--- src/rtl/picomem_pkg.sv ---
// rtl/picomem_pkg.sv - shared constants, FSM encoding and helpers for the SPI-flash XIP bridge
// Contents:
//   SPI_CMD_READ  plain read opcode sent ahead of every miss
//   BIT_CNT_W     width of the SCK-cycle counter (64 cycles per transfer)
//   xip_state_t   IDLE / SHIFT / DONE encoding of the bridge FSM
//   bswap32       reorders a serially received word into little-endian bus order
package picomem_pkg;

    localparam logic [7:0] SPI_CMD_READ = 8'h03;
    localparam int         BIT_CNT_W    = 6;

    typedef enum logic [1:0] {
        IDLE  = 2'd0,
        SHIFT = 2'd1,
        DONE  = 2'd2
    } xip_state_t;

    // The first byte clocked out of the flash is the lowest-addressed byte,
    // so it lands in the top of the shift register and belongs in [7:0].
    function automatic logic [31:0] bswap32(input logic [31:0] w);
        return {w[7:0], w[15:8], w[23:16], w[31:24]};
    endfunction

endpackage

--- src/rtl/picomem_spi_shifter.sv ---
// rtl/picomem_spi_shifter.sv - mode-0 SPI engine: SCK divider and 64-bit shift register
// Ports:
//   clk, resetn   system clock, asynchronous active-low reset
//   start         load tx_data and begin a 64-SCK-cycle transfer (ignored while busy)
//   tx_data       64 bits sent MSB first
//   miso          serial input, sampled on SCK rising edges
//   sck, mosi     SPI clock (idle low) and serial output (changes on SCK falling edges)
//   busy          transfer in progress
//   done          one-cycle pulse after the last SCK falling edge
//   rx_data       last 32 bits received, first received bit in [31]
module picomem_spi_shifter
    import picomem_pkg::*;
#(
    parameter int CLK_DIV = 0
) (
    input  logic        clk,
    input  logic        resetn,
    input  logic        start,
    input  logic [63:0] tx_data,
    input  logic        miso,
    output logic        sck,
    output logic        mosi,
    output logic        busy,
    output logic        done,
    output logic [31:0] rx_data
);

    localparam logic [3:0] HALF_LAST = 4'(CLK_DIV);

    logic [3:0]           half_cnt;
    logic [BIT_CNT_W-1:0] bit_cnt;
    logic [63:0]          shreg;

    // One register serves both directions: each rising edge shifts the
    // transmitted MSB out and the sampled MISO bit in at the bottom, so after
    // 64 cycles the low half holds the 32 data bits.
    always_ff @(posedge clk or negedge resetn) begin
        if (!resetn) begin
            half_cnt <= '0;
            bit_cnt  <= '0;
            shreg    <= '0;
            sck      <= 1'b0;
            mosi     <= 1'b0;
            busy     <= 1'b0;
            done     <= 1'b0;
        end else begin
            done <= 1'b0;
            if (!busy) begin
                if (start) begin
                    busy     <= 1'b1;
                    shreg    <= tx_data;
                    mosi     <= tx_data[63];
                    half_cnt <= '0;
                    bit_cnt  <= '0;
                    sck      <= 1'b0;
                end
            end else if (half_cnt != HALF_LAST) begin
                half_cnt <= half_cnt + 4'd1;
            end else begin
                half_cnt <= '0;
                if (!sck) begin
                    sck   <= 1'b1;
                    shreg <= {shreg[62:0], miso};
                end else begin
                    sck <= 1'b0;
                    if (bit_cnt == '1) begin
                        busy <= 1'b0;
                        done <= 1'b1;
                        mosi <= 1'b0;
                    end else begin
                        bit_cnt <= bit_cnt + 1'b1;
                        mosi    <= shreg[63];
                    end
                end
            end
        end
    end

    assign rx_data = shreg[31:0];

endmodule

--- src/rtl/picomem_spiflash_xip.sv ---
// rtl/picomem_spiflash_xip.sv - PicoMem slave serving reads from SPI flash with a one-word cache
// Ports:
//   clk, resetn                 system clock, asynchronous active-low reset
//   mem_s_valid/ready           request held by master / one-cycle acknowledge
//   mem_s_addr, mem_s_wdata     byte address, write data (writes are acknowledged and dropped)
//   mem_s_wstrb                 byte strobes, zero means read
//   mem_s_rdata                 read data, held until the next completion
//   flash_csb/clk/mosi/miso     SPI mode-0 flash pins
module picomem_spiflash_xip
    import picomem_pkg::*;
#(
    parameter int          CLK_DIV        = 0,
    parameter logic [31:0] ADDR_BASE_MASK = 32'h00FF_FFFC
) (
    input  logic        clk,
    input  logic        resetn,
    input  logic        mem_s_valid,
    output logic        mem_s_ready,
    input  logic [31:0] mem_s_addr,
    input  logic [31:0] mem_s_wdata,
    input  logic [3:0]  mem_s_wstrb,
    output logic [31:0] mem_s_rdata,
    output logic        flash_csb,
    output logic        flash_clk,
    output logic        flash_mosi,
    input  logic        flash_miso
);

    xip_state_t  state_q, state_d;

    logic        armed;
    logic        cache_valid;
    logic [21:0] cache_tag;
    logic [31:0] cache_data;
    logic [21:0] pend_tag;
    logic [3:0]  gap_cnt;

    logic        req_ok, is_write, hit;
    logic        wr_ack, hit_ack, start_xfer, fill;

    logic [21:0] word_addr;
    logic [63:0] spi_tx;
    logic [31:0] spi_rx;
    logic        spi_busy, spi_done;

    logic        unused_bits;
    assign unused_bits = ^{mem_s_wdata, mem_s_addr[31:24], mem_s_addr[1:0]};

    assign word_addr = mem_s_addr[23:2] & ADDR_BASE_MASK[23:2];
    assign spi_tx    = {SPI_CMD_READ, word_addr, 2'b00, 32'h0000_0000};

    picomem_spi_shifter #(
        .CLK_DIV (CLK_DIV)
    ) u_shifter (
        .clk     (clk),
        .resetn  (resetn),
        .start   (start_xfer),
        .tx_data (spi_tx),
        .miso    (flash_miso),
        .sck     (flash_clk),
        .mosi    (flash_mosi),
        .busy    (spi_busy),
        .done    (spi_done),
        .rx_data (spi_rx)
    );

    // State register
    always_ff @(posedge clk or negedge resetn) begin
        if (!resetn) begin
            state_q <= IDLE;
        end else begin
            state_q <= state_d;
        end
    end

    // Next-state logic
    always_comb begin
        state_d = state_q;
        unique case (state_q)
            IDLE:    if (start_xfer) state_d = SHIFT;
            SHIFT:   if (spi_done)   state_d = DONE;
            DONE:    state_d = IDLE;
            default: state_d = IDLE;
        endcase
    end

    // Output decode. A request is accepted only when the previous cycle did
    // not acknowledge, so a master still holding valid after ready is not
    // served twice. Misses additionally wait for the chip-select gap to expire.
    always_comb begin
        req_ok     = armed && mem_s_valid && !mem_s_ready;
        is_write   = (mem_s_wstrb != 4'b0000);
        hit        = cache_valid && (cache_tag == mem_s_addr[23:2]);
        wr_ack     = 1'b0;
        hit_ack    = 1'b0;
        start_xfer = 1'b0;
        fill       = 1'b0;
        unique case (state_q)
            IDLE: begin
                if (req_ok) begin
                    if (is_write) begin
                        wr_ack = 1'b1;
                    end else if (hit) begin
                        hit_ack = 1'b1;
                    end else if (gap_cnt == 4'd0 && !spi_busy) begin
                        start_xfer = 1'b1;
                    end
                end
            end
            SHIFT:   fill = spi_done;
            default: ;
        endcase
    end

    // Bus response, cache and chip select. The fill happens on the edge that
    // enters DONE, so ready, fresh data and a raised chip select are all
    // visible during the DONE cycle.
    always_ff @(posedge clk or negedge resetn) begin
        if (!resetn) begin
            armed       <= 1'b0;
            mem_s_ready <= 1'b0;
            mem_s_rdata <= '0;
            cache_valid <= 1'b0;
            cache_tag   <= '0;
            cache_data  <= '0;
            pend_tag    <= '0;
            gap_cnt     <= '0;
            flash_csb   <= 1'b1;
        end else begin
            armed       <= 1'b1;
            mem_s_ready <= wr_ack | hit_ack | fill;

            if (hit_ack) begin
                mem_s_rdata <= cache_data;
            end

            if (wr_ack) begin
                cache_valid <= 1'b0;
            end

            if (start_xfer) begin
                flash_csb <= 1'b0;
                pend_tag  <= mem_s_addr[23:2];
            end

            // gap_cnt keeps chip select high for a full SCK half-period
            // (DONE cycle plus CLK_DIV idle cycles) before the next miss.
            if (fill) begin
                flash_csb   <= 1'b1;
                mem_s_rdata <= bswap32(spi_rx);
                cache_data  <= bswap32(spi_rx);
                cache_tag   <= pend_tag;
                cache_valid <= 1'b1;
                gap_cnt     <= 4'(CLK_DIV);
            end else if (gap_cnt != 4'd0) begin
                gap_cnt <= gap_cnt - 4'd1;
            end
        end
    end

endmodule

--- config.mk ---
export PLATFORM = sky130hd
export DESIGN_NAME = picomem_spiflash_xip
export DESIGN_NICKNAME = d
export VERILOG_FILES = /design/src/rtl/picomem_pkg.sv /design/src/rtl/picomem_spi_shifter.sv /design/src/rtl/picomem_spiflash_xip.sv
export SDC_FILE = /design/constraint.sdc
export NUM_CORES = 1
export LEC_CHECK = 0
export BUFFER_PORTS_ARGS = -buffer_cell sky130_fd_sc_hd__buf_2
export CORE_ASPECT_RATIO = 1.25
export CORE_MARGIN = 2
export CORE_UTILIZATION = 35
export CTS_CLUSTER_DIAMETER = 200
export DETAILED_ROUTE_END_ITERATION = 6
export PLACE_DENSITY_LB_ADDON = 0.2
export SLEW_MARGIN = 20
export SYNTH_ARGS = -nofsm -noshare
export SYNTH_HDL_FRONTEND = slang
export SYNTH_SLANG_ARGS = --single-unit
export TNS_END_PERCENT = 1
--- constraint.sdc ---
create_clock -name clk -period 2.65 [get_ports clk]
set_clock_uncertainty 0.1 [all_clocks]
set_input_delay 0.1325 -clock clk [delete_from_list [all_inputs] [get_ports clk]]
set_output_delay 0.1325 -clock clk [all_outputs]
set_load 0.05 [all_outputs]
==> results.toml, run 1 <==
[run_status]
status = "completed"

[die]
initial_core_util_pct = 35.6
die_h_um = 180
io_pins = 108
fp.coreArea_mm2 = 0.0245
die_x_um = 145
die_area_mm2 = 0.0262
rows = 64

[cts]
cts_tree = "built"
clk_path_buf_depth = 2
cts_root_buf = "clkbuf_16"
insertion_delay_ps = 430
cts.reportedPaths.clkPinSlew_ps = 70
cts-buffers-inserted = 17
cts_max_level = 4
numClockSinks = 196

[power_and_ir_drop]
p_leak_nw = 5.16
ir_drop_uv = 443
power.density_mw_per_mm2 = 539

[global_route]
antenna_found_initial = 0
grt_start_max_net_pins = 72
grt.overflow.total = 0
grt_pass1_vias = 6511
grt_pass1_wl_um = 34000
grt_usage_pct = 15.9

[layout]
antennaDiodeCount = 0
post_route_cells_drive_above_1_share_pct = 20.1
nNetsFinal = 1039
fin_util_pct = 43.3
final_cell_mix = "238 x nand2_1, 194 x dfrtp_1, 64 x buf_2"
layout_commonest_cell = "nand2_1"
final_cell_area_mm2 = 0.0106
syn2layout_area_growth_pct = 21.7

[critical_path]
reg2reg_depth = 8
path_class = "in -> reg"
cp-start-kind = "primary input"
worstPathArrival_ps = 2780
crit_start = "mem_s_addr[20]"
path_max_fanout = 10
required_ps = 2870
cp-end-kind = "flop"
timing.rr.start = "cache_tag[12]"

[detailed_routing]
ant_nets = 0
drt_iter0_drc = 398
vias = 6415
wire_per_inst_um = 15.3
viasPerCell = 4.92
drt-pass1-iter-count = 4
route.detailed.drc = 0
wirelength_um = 20000

[sta]
whs_ps = 160
finalCritPeriodShare_pct = 96.7
hold_violations = 0
setup_viol = 0
slew_headroom_pct = 58.3
fin_crit_ps = 2560
timing.final.ws_setup_ps = 86.6
rsz0062_at_grt = "no"
slew_violations = 0
worst_pin_slew_ps = 626
fmax_ghz = 0.390

[place]
dpl.hpwl_um = 12700
place_area_mm2 = 0.00971
gp_congestion = 0.744
dp_slack_ps = -55.7
portBuffers = 65

[logic_synthesis]
synth-seq-cells = 196
netlist_area_mm2 = 0.00872
yosys_warnings = 0
synth.avg_cell_area_um2 = 10.1
synthArstFlopShare_pct = 100
syn-num-nets = 937
synthFlopType = "dfrtp_1"
syn_inst = 860
synth-edff-count = 0
yosysUniqueCellTypes = 46
ys_seq_area_share_pct = 56.2

[run]
drv_cap = 0

[worst_hold_path]
hp-class = "in -> async"
==> flip-flops by register name (all words and copies together) (netlist names), 2 cells and up <==
name                flops
u_shifter.shreg        64
gap_cnt                 4
u_shifter.half_cnt      4
state_q                 2
cache_data             32
mem_s_rdata            32
u_shifter.bit_cnt       6
cache_tag              22
pend_tag               22
==> synth_stat cells (3+ instances only) <==
cell type	count	area, um^2
a211oi_1	8	60.1
mux2i_1	24	240
or4_1	3	22.5
or3_1	8	50.1
a41oi_1	16	140
dfrtp_1	195	4880
xnor2_1	20	175
o31ai_1	4	30.0
o211ai_1	16	120
nor3_1	11	55.1
buf_6	3	33.8
mux2_4	30	450
a32o_1	3	30.0
xor2_1	4	35.0
nor4_1	4	25.0
nand2_1	239	897
nand3b_1	3	22.5
o21ai_0	58	290
a21oi_1	46	230
o22ai_1	22	138
nand3_1	4	20.0
mux2_2	8	90.1
ha_1	5	62.6
inv_1	27	101
clkbuf_1	48	180
nand4_1	5	31.3
buf_2	9	45.0
nor2_1	14	52.6
==> worst max-delay path: stages <==
cell	delay (ps)
dlygate4sd3_1	540
buf_2	160
xnor2_1	170
nand4_1	160
or4_4	600
o41ai_4	350
buf_12	200
buf_12	150
mux2_4	300
==> cell type report <==
class	count	area [um^2]
multi-input combinational	576	3500
sequential	196	4910
clock inverter	9	97.6
timing repair buffer	143	1120
fill	2439	13900
clock buffer	23	468
inverter	28	105
tap	330	413
==> metal layers <==
| metal | vias to the layer above | GRT usage (%) | share of wire, % |
|---|---|---|---|
| met5 | - | 0 | 0 |
| met3 | 20 | 2.91 | 2.6 |
| li1 | 3147 | - | - |
| met1 | 3149 | 21.1 | 47 |
| met4 | 0 | 5.14 | 1.5 |
| met2 | 99 | 26.6 | 49 |
==> cell families (layout without fill, tap and decap cells) <==
kind of cell | Yosys count | count (layout) | share of synthesized area [%]
AOI/OAI and AO/OA | 180 | 180 | 12.8
xor gates and xnor gates | 24 | 24 | 2.41
adders and majority gates | 5 | 5 | 0.717
buffers and inverters | 88 | 203 | 4.17
DFF | 196 | 196 | 56.2
muxes | 62 | 62 | 8.95
other | 1 | 1 | 0.0430
and+or+nand+nor | 304 | 304 | 14.7
==> worst paths after layout <==
path | slack (ps) | to
worst max-delay path | 90 | mem_s_rdata[6]
max in group asynchronous | 1540 | flash_csb
worst max register to register | 110 | mem_s_rdata[6]
worst min register to register | 360 | cache_tag[7]
min in group clk | 170 | mem_s_ready
worst min-delay path | 160 | pend_tag[2]
==> where the power goes <==
group	switching, mW	internal, mW	leakage [nW]
Sequential	0.0150	3.01	2.34
Combinational	0.108	0.0765	2.55
Clock	1.15	1.37	0.275
==> what timing repair did <==
action	CTS	global route
endpoints found under the hold margin	108	0
setup buffers	4	2
hold buffers	26	0
gates resized for setup	1	3
pin swaps	0	2
setup endpoints to repair	80	38
==> stage by stage <==
step	instances	TNS [ps]	power (mW)
after global routing	1305	0	5.96
after detailed placement	1241	-1850	3.24
after floorplan	860	0	3.11
final	1305	0	5.72
after CTS	1303	0	5.83
after global placement	1241	-107	3.24
Note: power is estimated with default switching activity, not from simulation.
==> run 2, diff against run 1 <==
--- a/config.mk
+++ b/config.mk
@@ -6,6 +6,8 @@
 export NUM_CORES = 1
 export LEC_CHECK = 0
 export BUFFER_PORTS_ARGS = -buffer_cell sky130_fd_sc_hd__buf_2
+export CELL_PAD_IN_SITES_DETAIL_PLACEMENT = 1
+export CELL_PAD_IN_SITES_GLOBAL_PLACEMENT = 1
 export CORE_ASPECT_RATIO = 1.25
 export CORE_MARGIN = 2
 export CORE_UTILIZATION = 35
==> results.toml, run 2 (synthesis results as in run 1) <==
[layout]
syn2layout_area_growth_pct = 21.1
layout_commonest_cell = "nand2_1"
final_cell_mix = "238 x nand2_1, 194 x dfrtp_1, 64 x buf_2"
largest_register_ffs = 64
fin_util_pct = 43.1
nNetsFinal = 1032
seq_area_mm2 = 0.00491
antennaDiodeCount = 0
post_route_cells_drive_above_1_share_pct = 19.9
multi_input_comb_area_mm2 = 0.00351
fill_cells = 2766
regMostFlops = "u_shifter.shreg"
largestRegisters = "u_shifter.shreg (64), cache_data (32), mem_s_rdata (32)"
final_cell_area_mm2 = 0.0106

[die]
die_h_um = 180
die_x_um = 145
die_area_mm2 = 0.0262
rows = 64
initial_core_util_pct = 35.6
fp.coreArea_mm2 = 0.0245
io_pins = 108

[power_and_ir_drop]
p_comb_share_pct = 3.2
clockPowerShare_pct = 43.9
power.density_mw_per_mm2 = 541
switching_power_mw = 1.37
sw_frac_of_total_pct = 24.0
p_int_mw = 4.34
ir_drop_uv = 427
p_seq_share_pct = 52.9
finalPower_mw = 5.71
p_leak_nw = 5.12

[global_route]
grt_pass1_vias = 7253
grt.overflow.total = 0
antenna_found_initial = 0
grt_start_max_net_pins = 79
grt_pass1_wl_um = 37300
grt_usage_pct = 17.6

[sta]
rsz0062_at_grt = "yes"
fin_crit_ps = 2620
timing.final.ws_setup_ps = 33.9
hold_violations = 0
slew_headroom_pct = 55.5
setup_viol = 0
fmax_ghz = 0.382
worst_pin_slew_ps = 668
slew_violations = 0
whs_ps = 159
finalCritPeriodShare_pct = 98.7

[critical_path]
worstPathArrival_ps = 2840
path_class = "reg -> reg"
path_max_fanout = 10
required_ps = 2880
cp-end-kind = "flop"
cp-start-kind = "flop"

[run_status]
status = "completed"

[detailed_routing]
wirelength_um = 21700
ant_nets = 0
vias = 6557
viasPerCell = 5.05
wire_per_inst_um = 16.7
drt_iter0_drc = 392
route.detailed.drc = 0
drt-pass1-iter-count = 4

[place]
dpl.hpwl_um = 13900
gp_congestion = 0.727
dp_slack_ps = -41.6
portBuffers = 65
place_area_mm2 = 0.00970

[cts]
cts_max_level = 4
numClockSinks = 196
cts_root_buf = "clkbuf_16"
clk_path_buf_depth = 2
insertion_delay_ps = 450
cts-buffers-inserted = 17
cts_tree = "built"
cts.reportedPaths.clkPinSlew_ps = 80

[run]
drv_cap = 0

[worst_hold_path]
hp-class = "in -> reg"
==> run 2: changes by cell type in the layout (fill, tap and decap cells not counted), sizes merged <==
| cell | change |
|---|---|
| clkbuf | -4 |
| bufinv | -1 |
| inv | +2 |
| clkinvlp | -1 |
| clkinv | +4 |
| buf | -7 |
==> run 2: worst max-delay path: stages (launching register included) <==
cell	delay, ps
dfrtp_1	400
xnor2_1	160
nand4_1	190
or4_4	590
o41ai_4	390
buf_12	200
buf_12	150
mux2_4	300
==> run 2: per-layer routing <==
metal / vias up / global-route usage (%) / wire length (um)
met5: - / 0 / 0
met4: 0 / 5.10 / 338
met2: 68 / 31.0 / 11100
li1: 3127 / - / -
met3: 21 / 3.34 / 449
met1: 3341 / 22.0 / 9840
==> run 2: worst paths after layout <==
path	start	end	slack [ps]	cells after the start
max	cache_tag[13]	mem_s_rdata[3]	30	7
min	mem_s_valid	mem_s_ready	160	4
max reg2reg	cache_tag[13]	mem_s_rdata[3]	30	7
min reg2reg	u_shifter.done	state_q[0]	370	1
max in group asynchronous	resetn	cache_data[9]	1390	3
min in group asynchronous	resetn	pend_tag[9]	190	2
==> run 2: cell type report <==
cell class	count	share of cell area, %
clock buffers	19	4.19
repair buffers	136	10.1
inverters	28	0.995
multi-input cells	576	33.2
well taps	330	3.91
flip-flops and latches	196	46.5
clock inverters	13	1.13
==> run 2: per-stage QoR <==
step | instances | TNS, ps
floorplan | 860 | 0
detailed placement | 1238 | -693
global placement | 1238 | -291
CTS | 1296 | 0
global route | 1298 | -1360
finish | 1298 | 0
==> run 2: power groups by stage <==
stage	combinational [mW]	sequential, mW	clock (mW)
6_report	0.184	3.02	2.51
3_5_place_dp	0.160	3.08	0
5_1_grt	0.209	3.03	2.73
3_3_place_gp	0.157	3.08	0
2_1_floorplan	0.0362	3.08	0
4_1_cts	0.189	3.02	2.59
==> run 2: timing repair <==
action                                  in CTS  in global routing
pin swaps                                    0                  1
hold endpoints to repair                   114                  0
setup buffers                                0                  2
hold buffers                                26                  0
gates resized for setup                      2                  4
endpoints found under the setup margin      33                 35
